## src/rtl/iterative_multiplier_pkg.sv

```systemverilog
// Shared encodings for the iterative multiplier: operation types and FSM states.
`default_nettype none
package iterative_multiplier_pkg;

  localparam logic [2:0] MUL_TYPE_MUL   = 3'b000;
  localparam logic [2:0] MUL_TYPE_MLA   = 3'b001;
  localparam logic [2:0] MUL_TYPE_SMULL = 3'b100;
  localparam logic [2:0] MUL_TYPE_SMLAL = 3'b101;
  localparam logic [2:0] MUL_TYPE_UMULL = 3'b110;
  localparam logic [2:0] MUL_TYPE_UMLAL = 3'b111;

  typedef enum logic [1:0] {
    ST_IDLE  = 2'd0,
    ST_RUN   = 2'd1,
    ST_FIXUP = 2'd2,
    ST_DONE  = 2'd3
  } state_e;

  function automatic logic type_is_long(input logic [2:0] t);
    return (t == MUL_TYPE_SMULL) || (t == MUL_TYPE_SMLAL) ||
           (t == MUL_TYPE_UMULL) || (t == MUL_TYPE_UMLAL);
  endfunction

  function automatic logic type_is_signed(input logic [2:0] t);
    return (t == MUL_TYPE_MUL) || (t == MUL_TYPE_MLA) ||
           (t == MUL_TYPE_SMULL) || (t == MUL_TYPE_SMLAL);
  endfunction

  function automatic logic type_accumulates(input logic [2:0] t);
    return (t == MUL_TYPE_MLA) || (t == MUL_TYPE_SMLAL) || (t == MUL_TYPE_UMLAL);
  endfunction

  function automatic logic type_is_illegal(input logic [2:0] t);
    return !(type_is_long(t) || (t == MUL_TYPE_MUL) || (t == MUL_TYPE_MLA));
  endfunction

endpackage
`default_nettype wire

```

## src/rtl/iterative_multiplier_mul_step.sv

```systemverilog
// One radix step: sum_o = acc_i + mcand_i * digit_i, built as a shift-add over the digit bits.
`default_nettype none
module mul_step
  import iterative_multiplier_pkg::*;
#(
  parameter int ACC_W      = 64,
  parameter int RADIX_BITS = 2
) (
  input  logic [ACC_W-1:0]      acc_i,
  input  logic [ACC_W-1:0]      mcand_i,
  input  logic [RADIX_BITS-1:0] digit_i,
  output logic [ACC_W-1:0]      sum_o
);

  always_comb begin
    sum_o = acc_i;
    for (int k = 0; k < RADIX_BITS; k++) begin
      if (digit_i[k]) begin
        sum_o = sum_o + (mcand_i << k);
      end
    end
  end

endmodule
`default_nettype wire

```

## src/rtl/iterative_multiplier.sv

```systemverilog
// Multi-cycle MUL/MLA/SMULL/SMLAL/UMULL/UMLAL unit with valid/ready on both sides.
// Define EARLY_TERMINATION_EN to leave RUN once the remaining multiplier bits are zero.
`default_nettype none
module iterative_multiplier
  import iterative_multiplier_pkg::*;
#(
  parameter int WIDTH      = 32,
  parameter int RADIX_BITS = 2
) (
  input  logic               clk,
  input  logic               reset,
  input  logic               valid_i,
  output logic               ready_o,
  input  logic [2:0]         type_i,
  input  logic [WIDTH-1:0]   a_i,
  input  logic [WIDTH-1:0]   b_i,
  input  logic [WIDTH-1:0]   c_i,
  input  logic [WIDTH-1:0]   d_i,
  output logic               valid_o,
  input  logic               ready_i,
  output logic [2*WIDTH-1:0] result_o,
  output logic               n_o,
  output logic               z_o
);

  localparam int CYCLES = WIDTH / RADIX_BITS;
  localparam int ACC_W  = 2 * WIDTH;
  localparam int CNT_W  = (CYCLES > 1) ? $clog2(CYCLES) : 1;

  if ((WIDTH % RADIX_BITS) != 0) begin : g_bad_radix
    $error("iterative_multiplier: WIDTH must be a multiple of RADIX_BITS");
  end

  state_e             state_q, state_d;
  logic [2:0]         type_q, type_d;
  logic [WIDTH-1:0]   c_q, c_d;
  logic [WIDTH-1:0]   d_q, d_d;
  logic               neg_q, neg_d;
  logic [ACC_W-1:0]   acc_q, acc_d;
  logic [ACC_W-1:0]   mcand_q, mcand_d;
  logic [WIDTH-1:0]   mplier_q, mplier_d;
  logic [CNT_W-1:0]   cnt_q, cnt_d;
  logic [ACC_W-1:0]   result_q, result_d;
  logic               n_q, n_d;
  logic               z_q, z_d;

  logic               a_neg, b_neg;
  logic [WIDTH-1:0]   a_mag, b_mag;
  logic [ACC_W-1:0]   step_sum;
  logic [WIDTH-1:0]   mplier_shift;
  logic               run_last;
  logic [ACC_W-1:0]   fix_prod, fix_term, fix_sum;
  logic [ACC_W-1:0]   fix_result;
  logic               fix_n, fix_z;

  // Magnitudes fit in WIDTH unsigned bits, including 2^(WIDTH-1) for the most-negative input.
  always_comb begin
    a_neg = type_is_signed(type_i) && a_i[WIDTH-1];
    b_neg = type_is_signed(type_i) && b_i[WIDTH-1];
    a_mag = a_neg ? (~a_i + 1'b1) : a_i;
    b_mag = b_neg ? (~b_i + 1'b1) : b_i;
  end

  mul_step #(
    .ACC_W      (ACC_W),
    .RADIX_BITS (RADIX_BITS)
  ) u_mul_step (
    .acc_i   (acc_q),
    .mcand_i (mcand_q),
    .digit_i (mplier_q[RADIX_BITS-1:0]),
    .sum_o   (step_sum)
  );

  assign mplier_shift = mplier_q >> RADIX_BITS;

  always_comb begin
`ifdef EARLY_TERMINATION_EN
    run_last = (cnt_q == CNT_W'(CYCLES - 1)) || (mplier_shift == '0);
`else
    run_last = (cnt_q == CNT_W'(CYCLES - 1));
`endif
  end

  always_comb begin
    fix_prod = neg_q ? (~acc_q + 1'b1) : acc_q;
    fix_term = '0;
    if (type_q == MUL_TYPE_MLA) begin
      fix_term = {{WIDTH{1'b0}}, c_q};
    end else if (type_accumulates(type_q)) begin
      fix_term = {c_q, d_q};
    end
    fix_sum = fix_prod + fix_term;

    if (type_is_illegal(type_q)) begin
      fix_result = '0;
      fix_n      = 1'b0;
      fix_z      = 1'b1;
    end else if (type_is_long(type_q)) begin
      fix_result = fix_sum;
      fix_n      = fix_sum[ACC_W-1];
      fix_z      = (fix_sum == '0);
    end else begin
      fix_result = {{WIDTH{1'b0}}, fix_sum[WIDTH-1:0]};
      fix_n      = fix_sum[WIDTH-1];
      fix_z      = (fix_sum[WIDTH-1:0] == '0);
    end
  end

  always_comb begin
    state_d  = state_q;
    type_d   = type_q;
    c_d      = c_q;
    d_d      = d_q;
    neg_d    = neg_q;
    acc_d    = acc_q;
    mcand_d  = mcand_q;
    mplier_d = mplier_q;
    cnt_d    = cnt_q;
    result_d = result_q;
    n_d      = n_q;
    z_d      = z_q;

    case (state_q)
      ST_IDLE: begin
        if (valid_i) begin
          state_d  = ST_RUN;
          type_d   = type_i;
          c_d      = c_i;
          d_d      = d_i;
          neg_d    = a_neg ^ b_neg;
          acc_d    = '0;
          mcand_d  = {{WIDTH{1'b0}}, a_mag};
          mplier_d = b_mag;
          cnt_d    = '0;
        end
      end
      ST_RUN: begin
        acc_d    = step_sum;
        mcand_d  = mcand_q << RADIX_BITS;
        mplier_d = mplier_shift;
        cnt_d    = cnt_q + 1'b1;
        if (run_last) begin
          state_d = ST_FIXUP;
        end
      end
      ST_FIXUP: begin
        result_d = fix_result;
        n_d      = fix_n;
        z_d      = fix_z;
        state_d  = ST_DONE;
      end
      ST_DONE: begin
        if (ready_i) begin
          state_d = ST_IDLE;
        end
      end
      default: state_d = ST_IDLE;
    endcase
  end

  always_ff @(posedge clk or posedge reset) begin
    if (reset) begin
      state_q  <= ST_IDLE;
      type_q   <= '0;
      c_q      <= '0;
      d_q      <= '0;
      neg_q    <= 1'b0;
      acc_q    <= '0;
      mcand_q  <= '0;
      mplier_q <= '0;
      cnt_q    <= '0;
      result_q <= '0;
      n_q      <= 1'b0;
      z_q      <= 1'b0;
    end else begin
      state_q  <= state_d;
      type_q   <= type_d;
      c_q      <= c_d;
      d_q      <= d_d;
      neg_q    <= neg_d;
      acc_q    <= acc_d;
      mcand_q  <= mcand_d;
      mplier_q <= mplier_d;
      cnt_q    <= cnt_d;
      result_q <= result_d;
      n_q      <= n_d;
      z_q      <= z_d;
    end
  end

  assign ready_o  = (state_q == ST_IDLE);
  assign valid_o  = (state_q == ST_DONE);
  assign result_o = result_q;
  assign n_o      = n_q;
  assign z_o      = z_q;

endmodule
`default_nettype wire

```

## config.mk

```make
export PLATFORM = sky130hd
export DESIGN_NAME = iterative_multiplier
export DESIGN_NICKNAME = d
export VERILOG_FILES = /design/src/rtl/iterative_multiplier_pkg.sv /design/src/rtl/iterative_multiplier_mul_step.sv /design/src/rtl/iterative_multiplier.sv
export SDC_FILE = /design/constraint.sdc
export NUM_CORES = 1
export LEC_CHECK = 0
export ABC_CLOCK_PERIOD_IN_PS = 12350
export BUFFER_PORTS_ARGS = -buffer_cell sky130_fd_sc_hd__buf_2
export CAP_MARGIN = 0
export CORE_MARGIN = 2
export CORE_UTILIZATION = 30
export CTS_CLUSTER_DIAMETER = 50
export DETAILED_ROUTE_END_ITERATION = 16
export GPL_TIMING_DRIVEN = 0
export HOLD_SLACK_MARGIN = 0.1
export PLACE_DENSITY = 0.54
export SKIP_LAST_GASP = 1
export SLEW_MARGIN = 30
export SYNTH_ARGS = -nofsm -noshare
export SYNTH_HDL_FRONTEND = slang
export SYNTH_HIERARCHICAL = 1
export SYNTH_SLANG_ARGS = --single-unit
```

## constraint.sdc

```tcl
create_clock -name clk -period 12.35 [get_ports clk]
set_input_delay 2.47 -clock clk [delete_from_list [all_inputs] [get_ports clk]]
set_output_delay 2.47 -clock clk [all_outputs]
set_load 0.05 [all_outputs]
```

-- Word-level counts from Yosys, hierarchy flattened
Cells that the tools add are included.
- flip-flop bits (word level): 300
- bits of input ports: 135
- output and inout bits: 68
- word-level logic and storage cells: 84
- add/sub/neg operators: 7
- equal/unequal tests: 15
- muxes and demuxes: 25
- bitwise gates (word level): 4
- reduce and logical (&&, ||, !) cells: 21
- operator list (kind ; count):
    $mux W64 ; 9
    $pmux W64 S2 ; 2
    $add A64 B64 Y64 ; 3
    $mux W32 ; 3
    $add A32 B1 Y32 const B ; 2
    $add A64 B1 Y64 const B ; 1
    $logic_not A64 Y1 ; 1
    $not A32 Y32 ; 2
    $not A64 Y64 ; 1
    $pmux W32 S2 ; 1
    $logic_not A32 Y1 ; 1
    $eq A3 B3 Y1 const B ; 6
    $logic_or A1 B1 Y1 ; 10
    $pmux W2 S4 ; 1
    $pmux W4 S2 ; 1
    $eq A3 B1 Y1 const B ; 2
    $logic_not A3 Y1 ; 2
    $mux W2 ; 3
    $add A4 B1 Y4 const B ; 1
    $eq A2 B2 Y1 const B ; 2
    $eq A4 B4 Y1 const B ; 1
    $mux W1 ; 4
    $mux W4 ; 1
    $ne A2 B2 Y1 const B ; 2
    8 further kinds ; 10

-- Depth between registers and ports, before layout
Gate-level depths: netlist of the first run.
- depth in word-level cells: 9
- mapped depth: 26
- mapped depth without buffers: 25

-- Modules after synthesis
The synthesis of the first run kept the hierarchy.
- modules (own cells, without submodules) (module ; times used ; cells each ; area each (µm²) ; seq. area each (µm²)):
    iterative_multiplier ; 1 ; 2129 ; 19029.5 ; 7507.2
    mul_step ; 1 ; 1350 ; 9285.2 ; 0.0

-- Least setup slack after synthesis of the first run
No wires, ideal clock.
- path type: register -> register
- start: reg acc_q[28]
- end: reg z_q, in the netlist z_o
- arrival: 5.366 ns
- required time: 12.284 ns
- setup slack: 6.918 ns
- stages on the path, launching flop included: 23
- buffers on the path: 0
- period minus slack after synthesis: 5.432 ns
- cell sequence: dfrtp_1 -> or4_4 -> or3_4 -> or4_4 -> or3_4 -> nor3_4 -> nand2b_2 -> nor4_4 -> nand2_2 -> o21ai_0 -> xnor2_1 -> ha_1 -> nand2_1 -> nor2_1 -> nand3_1 -> a211oi_1 -> a211oi_1 -> mux2i_1 -> o211ai_1 -> or4_1 -> nor4_1 -> nand4_1 -> nand2_1
- longest elaborated chain between the ends: 7
- elaborated cells between the ends (all ways): 8
- classes of those cells: add/sub: 2; mux: 3; bitwise: 1; reduce/logical: 2
- RTL lines (item ; line ; RTL):
    start: declaration ; iterative_multiplier.sv:39 ; logic [ACC_W-1:0] acc_q, acc_d;
    start signal: assignment ; iterative_multiplier.sv:168 ; acc_q <= '0;
    start signal: assignment ; iterative_multiplier.sv:181 ; acc_q <= acc_d;
    $not A64 Y64 ; iterative_multiplier.sv:85 ; fix_prod = neg_q ? (~acc_q + 1'b1) : acc_q;
    $add A64 B1 Y64 ; iterative_multiplier.sv:85 ;
    $mux W64 * ; iterative_multiplier.sv:85 ;
    $add A64 B64 Y64 * ; iterative_multiplier.sv:92 ; fix_sum = fix_prod + fix_term;
    $logic_not A64 Y1 / $logic_not A32 Y1 (equally long branches) ; iterative_multiplier.sv:101, iterative_multiplier.sv:105 ;
    $mux W1 * ; iterative_multiplier.sv:98 ; end else if (type_is_long(type_q)) begin
    $mux W1 * ; iterative_multiplier.sv:94 ; if (type_is_illegal(type_q)) begin
    end signal: assignment ; iterative_multiplier.sv:187 ; z_q <= z_d;
    end: declaration ; iterative_multiplier.sv:45 ; logic z_q, z_d;
Every way passes the cells marked *; elsewhere a longest branch is shown, timed or not.
A chain may end at the register's enable or synchronous reset.

-- Worst setup path in the final report of the first run
- start: reg mplier_q[0]
- end: reg acc_q[60]
- longest elaborated chain between the ends: 4
- RTL lines (item ; line ; RTL):
    start: declaration ; iterative_multiplier.sv:41 ; logic [WIDTH-1:0] mplier_q, mplier_d;
    start signal: assignment ; iterative_multiplier.sv:183 ; mplier_q <= mplier_d;
    $mux W64 * ; iterative_multiplier_mul_step.sv:18 ; if (digit_i[k]) begin
    $add A64 B64 Y64 ; iterative_multiplier_mul_step.sv:19 ; sum_o = sum_o + (mcand_i << k);
    $mux W64 * ; iterative_multiplier_mul_step.sv:18 ;
    via step_sum[60] ; iterative_multiplier.sv:49 ; logic [ACC_W-1:0] step_sum;
    $pmux W64 S2 * ; iterative_multiplier.sv:123 ; case (state_q)
Mark *: on every way through the listed nets, which the timed path passes. The rest lies on a longest branch.

==> metrics.txt, run 1 <==
wire per inst 22.8 um; Period Utilization, post-route 59.5%; Critical Path AT 7.82 ns; Warnings, synthesis 6; DRT antenna net count 0; die width 311 um; Post-Synth Adder-Cell Area 9.27%; Total Nets Final 4072; CTS tree built; overall via count from detail_route 28100; Yosys cell types 103; Critical Path Source Type flip-flop; vias in the first global route 26700; # resized after CTS 0; Die Ht 311 um; drc violations 0; crit end category flip-flop; CTS root buffer clkbuf_16; TritonCTS buffer count 42; Fin. Hold Viols 0; synthesized net count 3822; DP Wirelength 94.3 mm; Post-Synth Simple-Gate Area 16.7%; post-layout util 34.8%; setup violators final 0; maximum buffer depth of the clock tree 3; fin cells 5016; synthesized cell area 28300 um2; Final Wtd Congestion 0.982; antenna violations before repair 7; Worst EP required 12.82 ns; clock skew 0.0201 ns; CTS sink cnt 300; DRT iter0 DRCs 2553; Vias/cell 5.60; asr flop ratio synth 100%; die area 96900 um2; worst vdd ir 0.127 mV; Starting Density 30.3%; first-pass iteration count of the detailed router 5; # IOs 203; Static Leak 0.0142 uW; hold crit path type flip-flop to flip-flop; Post-CTS Setup Repair Bufs 0; top cells by area, synth dfrtp_1 27%, ha_1 9.1%, a21oi_1 6.5%; worst-skew pair later-pin latency 0.60 ns; share of cells above drive strength 1 13.5%; sequential share of the synthesized area 26.5%; fin crit period 7.35 ns; RSZ-0062 raised after global routing false; CTS clk-pin slew, worst paths 0.06 ns; Main synth FF type dfrtp_1; first-pass GRT wire length 171 mm; Max-Cap Viols 0; Antenna Cells 0; PwrDens 304 nW/um2; Core Area 93500 um2; largest net degree at the start of global routing 86; outcome finished clean; Post-Syn Area per Cell 8.14 um2; gr usage total 22.9%; WL final 115 mm; area delta synth->final 14.8%; cts-stage hold buffer count 0; critical setup path kind flip-flop to flip-flop; placed cell count 4939; EDFF count, synth 0; post-synthesis xor/xnor area fraction 8.62%; GRT overflow 0; fraction of synthesized area in multiplexers 6.14%; final slew viol count 0; top cell type's share of synthesized area 26.5%; Synth Area in Compound Gates 28.4%; PortBufs 202; Syn Inst Count 3479; flops & latches, synth 300; worst slew pin tran 1.08 ns; top cell type by total area after synthesis dfrtp_1; H-tree levels 2; row cnt 112; Fmax achieved 136 MHz; Slew headroom 28.1%; Fill cells 9862; combinational family with the most area after synthesis compound AO/OA/AOI/OAI gates; Crit Path Max Fanout 10
## metrics by stage
step / total power, uW / TNS [ns] / hold WS [ns] / cell area, um2 / setup WS (ns)
5_1_grt: 10500 / 0 / 0.504 / 32500 / 4.73
2_1_floorplan: 6200 / 0 / 0.448 / 28300 / 1.59
3_3_place_gp: 8420 / -790.69 / 0.466 / 30900 / -2.71
6_report: 9890 / 0 / 0.482 / 32500 / 5.00
4_1_cts: 9750 / 0 / 0.484 / 32500 / 5.25
3_5_place_dp: 8450 / 0 / 0.471 / 31000 / 5.32
## path summary, 6_finish.rpt
| path | startpoint | end | slack (ns) | depth (start not counted) |
|---|---|---|---|---|
| worst max-delay path | mplier_q[0] | acc_q[60] | 5.00 | 16 |
| worst min-delay path | mplier_q[14] | mplier_q[14] | 0.48 | 2 |
| worst max register to register | mplier_q[0] | acc_q[60] | 5.00 | 16 |
| worst min register to register | mplier_q[14] | mplier_q[14] | 0.48 | 2 |
| max in group asynchronous | reset | mplier_q[11] | 9.20 | 5 |
| min in group asynchronous | reset | mcand_q[43] | 1.80 | 2 |
## per-layer routing
metal,track usage [%],share of wire [%],vias to the layer above
li1,-,-,13400
met1,32.2,46,13500
met2,36.3,44,1025
met3,4.16,7.4,148
met4,5.11,2.1,12
met5,0,0.064,-
## area by class of cell
| cell class | instances | area [um2] | share of cell area (%) |
|---|---|---|---|
| multi-input cells | 2858 | 19600 | 60.4 |
| flip-flops and latches | 300 | 7510 | 23.1 |
| well taps | 1254 | 1570 | 4.83 |
| clock buffers | 53 | 1160 | 3.58 |
| repair buffers | 206 | 1120 | 3.45 |
| plain buffers | 190 | 734 | 2.26 |
| inverters | 131 | 499 | 1.54 |
| clock inverters | 24 | 282 | 0.866 |
## kinds of logic (layout without fill, tap and decap cells)
family,count (synthesis),after routing
muxes,155,155
xor gates and xnor gates,277,277
and+or+nand+nor,984,984
buffers and inverters,321,604
adders and majority gates,208,208
AOI/OAI and AO/OA,1234,1234
DFF,300,300
## synth_stat cells (25+ instances only)
cell / n
o21bai_1: 38
o21a_1: 27
and3_1: 46
inv_1: 129
o21ai_0: 277
xnor2_1: 181
or3_1: 25
xor2_1: 95
dfrtp_1: 300
a21oi_1: 369
a31oi_1: 29
clkbuf_1: 157
nor3_1: 58
ha_1: 205
nand4_1: 71
a21o_1: 82
o22ai_1: 57
o31ai_1: 38
nand3_1: 53
mux2_2: 142
a22o_1: 130
nor2_1: 242
nand2_1: 337
## where the power goes
part	total, uW	internal (uW)	switching, uW
clock	1260	744	514
combinational	6810	2240	4580
sequential	1810	1360	457
## sequential cells by signal, summed over array words and instances (netlist names), 3 cells and up
name	flops
cnt_q	4
mcand_q	64
result_o	64
acc_q	64
c_q	32
mplier_q	32
d_q	32
type_q	3
## placed cells by master, fill, tap and decap left out, types with 29 or more instances in the layout
master     synthesis  final
a21oi_1          369    369
nand2_1          337    337
dfrtp_1          300    300
o21ai_0          277    276
nor2_1           242    242
buf_2             11    213
ha_1             205    205
xnor2_1          181    181
clkbuf_1         157    158
mux2_2           142    142
a22o_1           130    130
inv_1            129    128
xor2_1            95     95
a21o_1            82     82
nand4_1           71     71
nor3_1            58     58
o22ai_1           57     57
nand3_1           53     53
and3_1            46     46
clkbuf_16          0     42
o31ai_1           38     38
o21bai_1          38     38
a31oi_1           29     29
## worst max-delay path: stages, from the launching register on
cell and delay (ns):
dfrtp_1 0.39, clkbuf_1 0.63, clkbuf_1 0.87, clkbuf_1 0.85
a21oi_1 0.21, ha_1 0.46, a21oi_1 0.41, o2111ai_1 0.18
a31oi_1 0.46, nor3_1 0.25, o21ai_0 0.64, nand2_1 0.32
a21boi_0 0.82, o41a_1 0.21, nand3_1 0.12, o31a_1 0.18
a22o_1 0.19
(Power assumes the default switching activity.)
==> run 2, diff against run 1 <==
ABC_AREA = 1   (was unset)
ABC_CLOCK_PERIOD_IN_PS = 6000   (was 12350)
PLACE_DENSITY = 0.56   (was 0.54)
clock period = 6 ns   (was 12.35 ns; I/O delays follow)
==> metrics.txt, run 2 <==
Final Wtd Congestion 1.01 (was 0.982); WHS Endpoint result_o[33] (was mplier_q[14]); EDFF count, synth 0 (unchanged); combinational share of power 72.9% (was 68.9%); crit end category flip-flop (unchanged); # IOs 203 (unchanged); PortBufs 202 (unchanged); largest net degree at the start of global routing 31 (was 86); DP Area 36800 um2 (was 31000 um2); CTS sink cnt 300 (unchanged); wire per inst 20.7 um (was 22.8 um); share of cells above drive strength 1 6.98% (was 13.5%); Most common cell on crit path nand2_1 (was clkbuf_1); synthesized net count 6173 (was 3822); top cells by count, synth 2093 x nand2_1, 955 x inv_1, 528 x nor2_1 (was 369 x a21oi_1, 337 x nand2_1, 300 x dfrtp_1); WHS Path Cells 1 (was 2); Fin. Hold Viols 0 (unchanged); clock network power share 11.5% (was 12.7%); Post-CTS Setup Repair Bufs 0 (unchanged); Power, Total 24600 uW (was 9890 uW); flop2flop setup slack 0.76 ns (was 5.00 ns); Critical Path Source Type flip-flop (unchanged); Worst EP required 6.57 ns (was 12.82 ns); die width 339 um (was 311 um); Die Ht 339 um (was 311 um); flops & latches, synth 300 (unchanged); # resized after CTS 0 (unchanged); Critical Path AT 5.81 ns (was 7.82 ns); Warnings, synthesis 6 (unchanged); first-pass GRT wire length 229 mm (was 171 mm); DRT iter0 DRCs 3415 (was 2553); vias in the first global route 36100 (was 26700); WL final 157 mm (was 115 mm); most common cell after layout, fill and taps aside nand2_1 (was a21oi_1); fin crit period 5.24 ns (was 7.35 ns); row cnt 122 (was 112); H-tree levels 2 (unchanged); Power Internal 9650 uW (was 4340 uW); final slew viol count 0 (unchanged); Multi-input gate area 22000 um2 (was 19600 um2); top cells by area, synth nand2_1 23%, dfrtp_1 22%, inv_1 11% (was dfrtp_1 27%, ha_1 9.1%, a21oi_1 6.5%); asr flop ratio synth 100% (unchanged); antenna violations before repair 3 (was 7); CP max stage delay 0.46 ns (was 0.87 ns); gr usage total 26.8% (was 22.9%); Core Area 111000 um2 (was 93500 um2); CTS tree built (unchanged); register area 7510 um2 (unchanged); Max-Cap Viols 0 (unchanged); Fmax achieved 191 MHz (was 136 MHz); DRT antenna net count 0 (unchanged); Total Nets Final 6435 (was 4072); Static Leak 0.0209 uW (was 0.0142 uW); sequential share of the synthesized area 22.3% (was 26.5%); worst-skew pair later-pin latency 0.62 ns (was 0.60 ns); top cell type's share of synthesized area 23.4% (was 26.5%); worst vdd ir 0.311 mV (was 0.127 mV); clock skew 0.0621 ns (was 0.0201 ns); drc violations 0 (unchanged); Starting Density 30.3% (about the same); crit path buf inv count 4 (was 3); CTS root buffer clkbuf_16 (unchanged); pre-CTS setup slack 0.764 ns (was 5.32 ns); slowest stage cell, crit path dfrtp_1 (was clkbuf_1); Syn Inst Count 5830 (was 3479); Reg2Reg Depth 34 (was 16); Layout Cell Area excl Fill 38400 um2 (was 32500 um2); overall via count from detail_route 38200 (was 28100); first-pass iteration count of the detailed router 6 (was 5); outcome finished clean (unchanged); top cell type by total area after synthesis nand2_1 (was dfrtp_1); Fill cells 12500 (was 9862); worst slew pin tran 1.08 ns (about the same); CP top delay family simple AND/OR/NAND/NOR gates (was compound AO/OA/AOI/OAI gates); GRT overflow 0 (unchanged); RSZ-0062 raised after global routing false (unchanged); DP Wirelength 136 mm (was 94.3 mm); most frequent cells in the layout 2093 x nand2_1, 954 x inv_1, 528 x nor2_1 (was 369 x a21oi_1, 337 x nand2_1, 300 x dfrtp_1); FF-to-FF End z_o (was acc_q[60]); setup ws final 0.757 ns (was 5.00 ns); CTS clk-pin slew, worst paths 0.06 ns (about the same); critical setup path kind flip-flop to flip-flop (unchanged); Net Sw Frac 60.8% (was 56.1%); Vias/cell 5.01 (was 5.60); Slew headroom 28.0% (was 28.1%); Crit Path Max Fanout 5 (was 10); PwrDens 640 nW/um2 (was 304 nW/um2); Main synth FF type dfrtp_1 (unchanged); cts-stage hold buffer count 0 (unchanged); most numerous cell in the Yosys netlist nand2_1 (was a21oi_1); maximum buffer depth of the clock tree 3 (unchanged); setup violators final 0 (unchanged); area delta synth->final 14.2% (was 14.8%); Net Switching 14900 uW (was 5550 uW); TritonCTS buffer count 46 (was 42); reg2reg start acc_q[0] (was mplier_q[0]); Seq pwr share 15.6% (was 18.3%); hold_sp result_o[33] (was mplier_q[14]); die area 115000 um2 (was 96900 um2); Period Utilization, post-route 87.4% (was 59.5%); hold crit path type flip-flop to flip-flop (unchanged); Post-Syn Area per Cell 5.77 um2 (was 8.14 um2); synthesized cell area 33600 um2 (was 28300 um2); Yosys cell types 55 (was 103)
-- run 2: how the worst max path moves through the flow --
stage | from | endpoint | slack, ns | cells after the start
after floorplan | reset | acc_q[0] | 0.81 | 1
after global placement | reset | acc_q[62] | -1.32 | 2
after detailed placement | acc_q[0] | z_o | 0.76 | 34
after CTS | acc_q[0] | z_o | 0.73 | 34
after global routing | acc_q[0] | z_o | 0.27 | 34
final | acc_q[0] | z_o | 0.76 | 34
-- run 2: cell type report --
| cell class | count | area share (%) |
|---|---|---|
| Inverter | 963 | 9.42 |
| Antenna cell | 3 | 0.0196 |
| Multi-Input combinational cell | 4435 | 57.3 |
| Buffer | 132 | 1.33 |
| Timing Repair Buffer | 214 | 3.32 |
| Clock inverter | 27 | 0.870 |
| Sequential cell | 300 | 19.6 |
| Clock buffer | 57 | 3.32 |
| Tap cell | 1488 | 4.85 |
-- run 2: cells by family (layout without fill, tap and decap cells) --
group / count (synthesis) / after routing / share of synthesized area, %
xor+xnor: 165 / 165 / 4.30
fa+ha+maj: 208 / 208 / 7.80
flops: 300 / 300 / 22.3
other cells: 0 / 3 / 0
simple gates: 3266 / 3266 / 40.2
buf+inv: 1095 / 1393 / 12.2
compound gates: 796 / 796 / 13.2
-- run 2: power groups by stage --
stage	combinational [uW]	clock [uW]	sequential, uW
finish	17900	2820	3840
global route	19600	2940	3910
CTS	17500	2860	3800
detailed placement	17400	0	3820
global placement	17400	0	3820
floorplan	11100	0	3860
-- run 2: through the flow --
| step | util [%] | hold WS [ns] | cells | TNS, ns |
|---|---|---|---|---|
| 6_report | 34.6 | 0.474 | 7619 | 0 |
| 5_1_grt | 34.6 | 0.493 | 7617 | 0 |
| 4_1_cts | 34.6 | 0.477 | 7616 | 0 |
| 3_5_place_dp | 33.1 | 0.463 | 7532 | 0 |
| 3_3_place_gp | 32.9 | 0.460 | 7520 | -374.39 |
| 2_1_floorplan | - | 0.444 | 5830 | 0 |
-- run 2: routing by layer --
metal	up-vias	wire length (um)	global-route usage (%)
met5	-	13	0
met4	2	8060	12.4
li1	18900	-	-
met1	17700	69100	35.3
met3	286	9630	2.83
met2	1364	70600	43.9
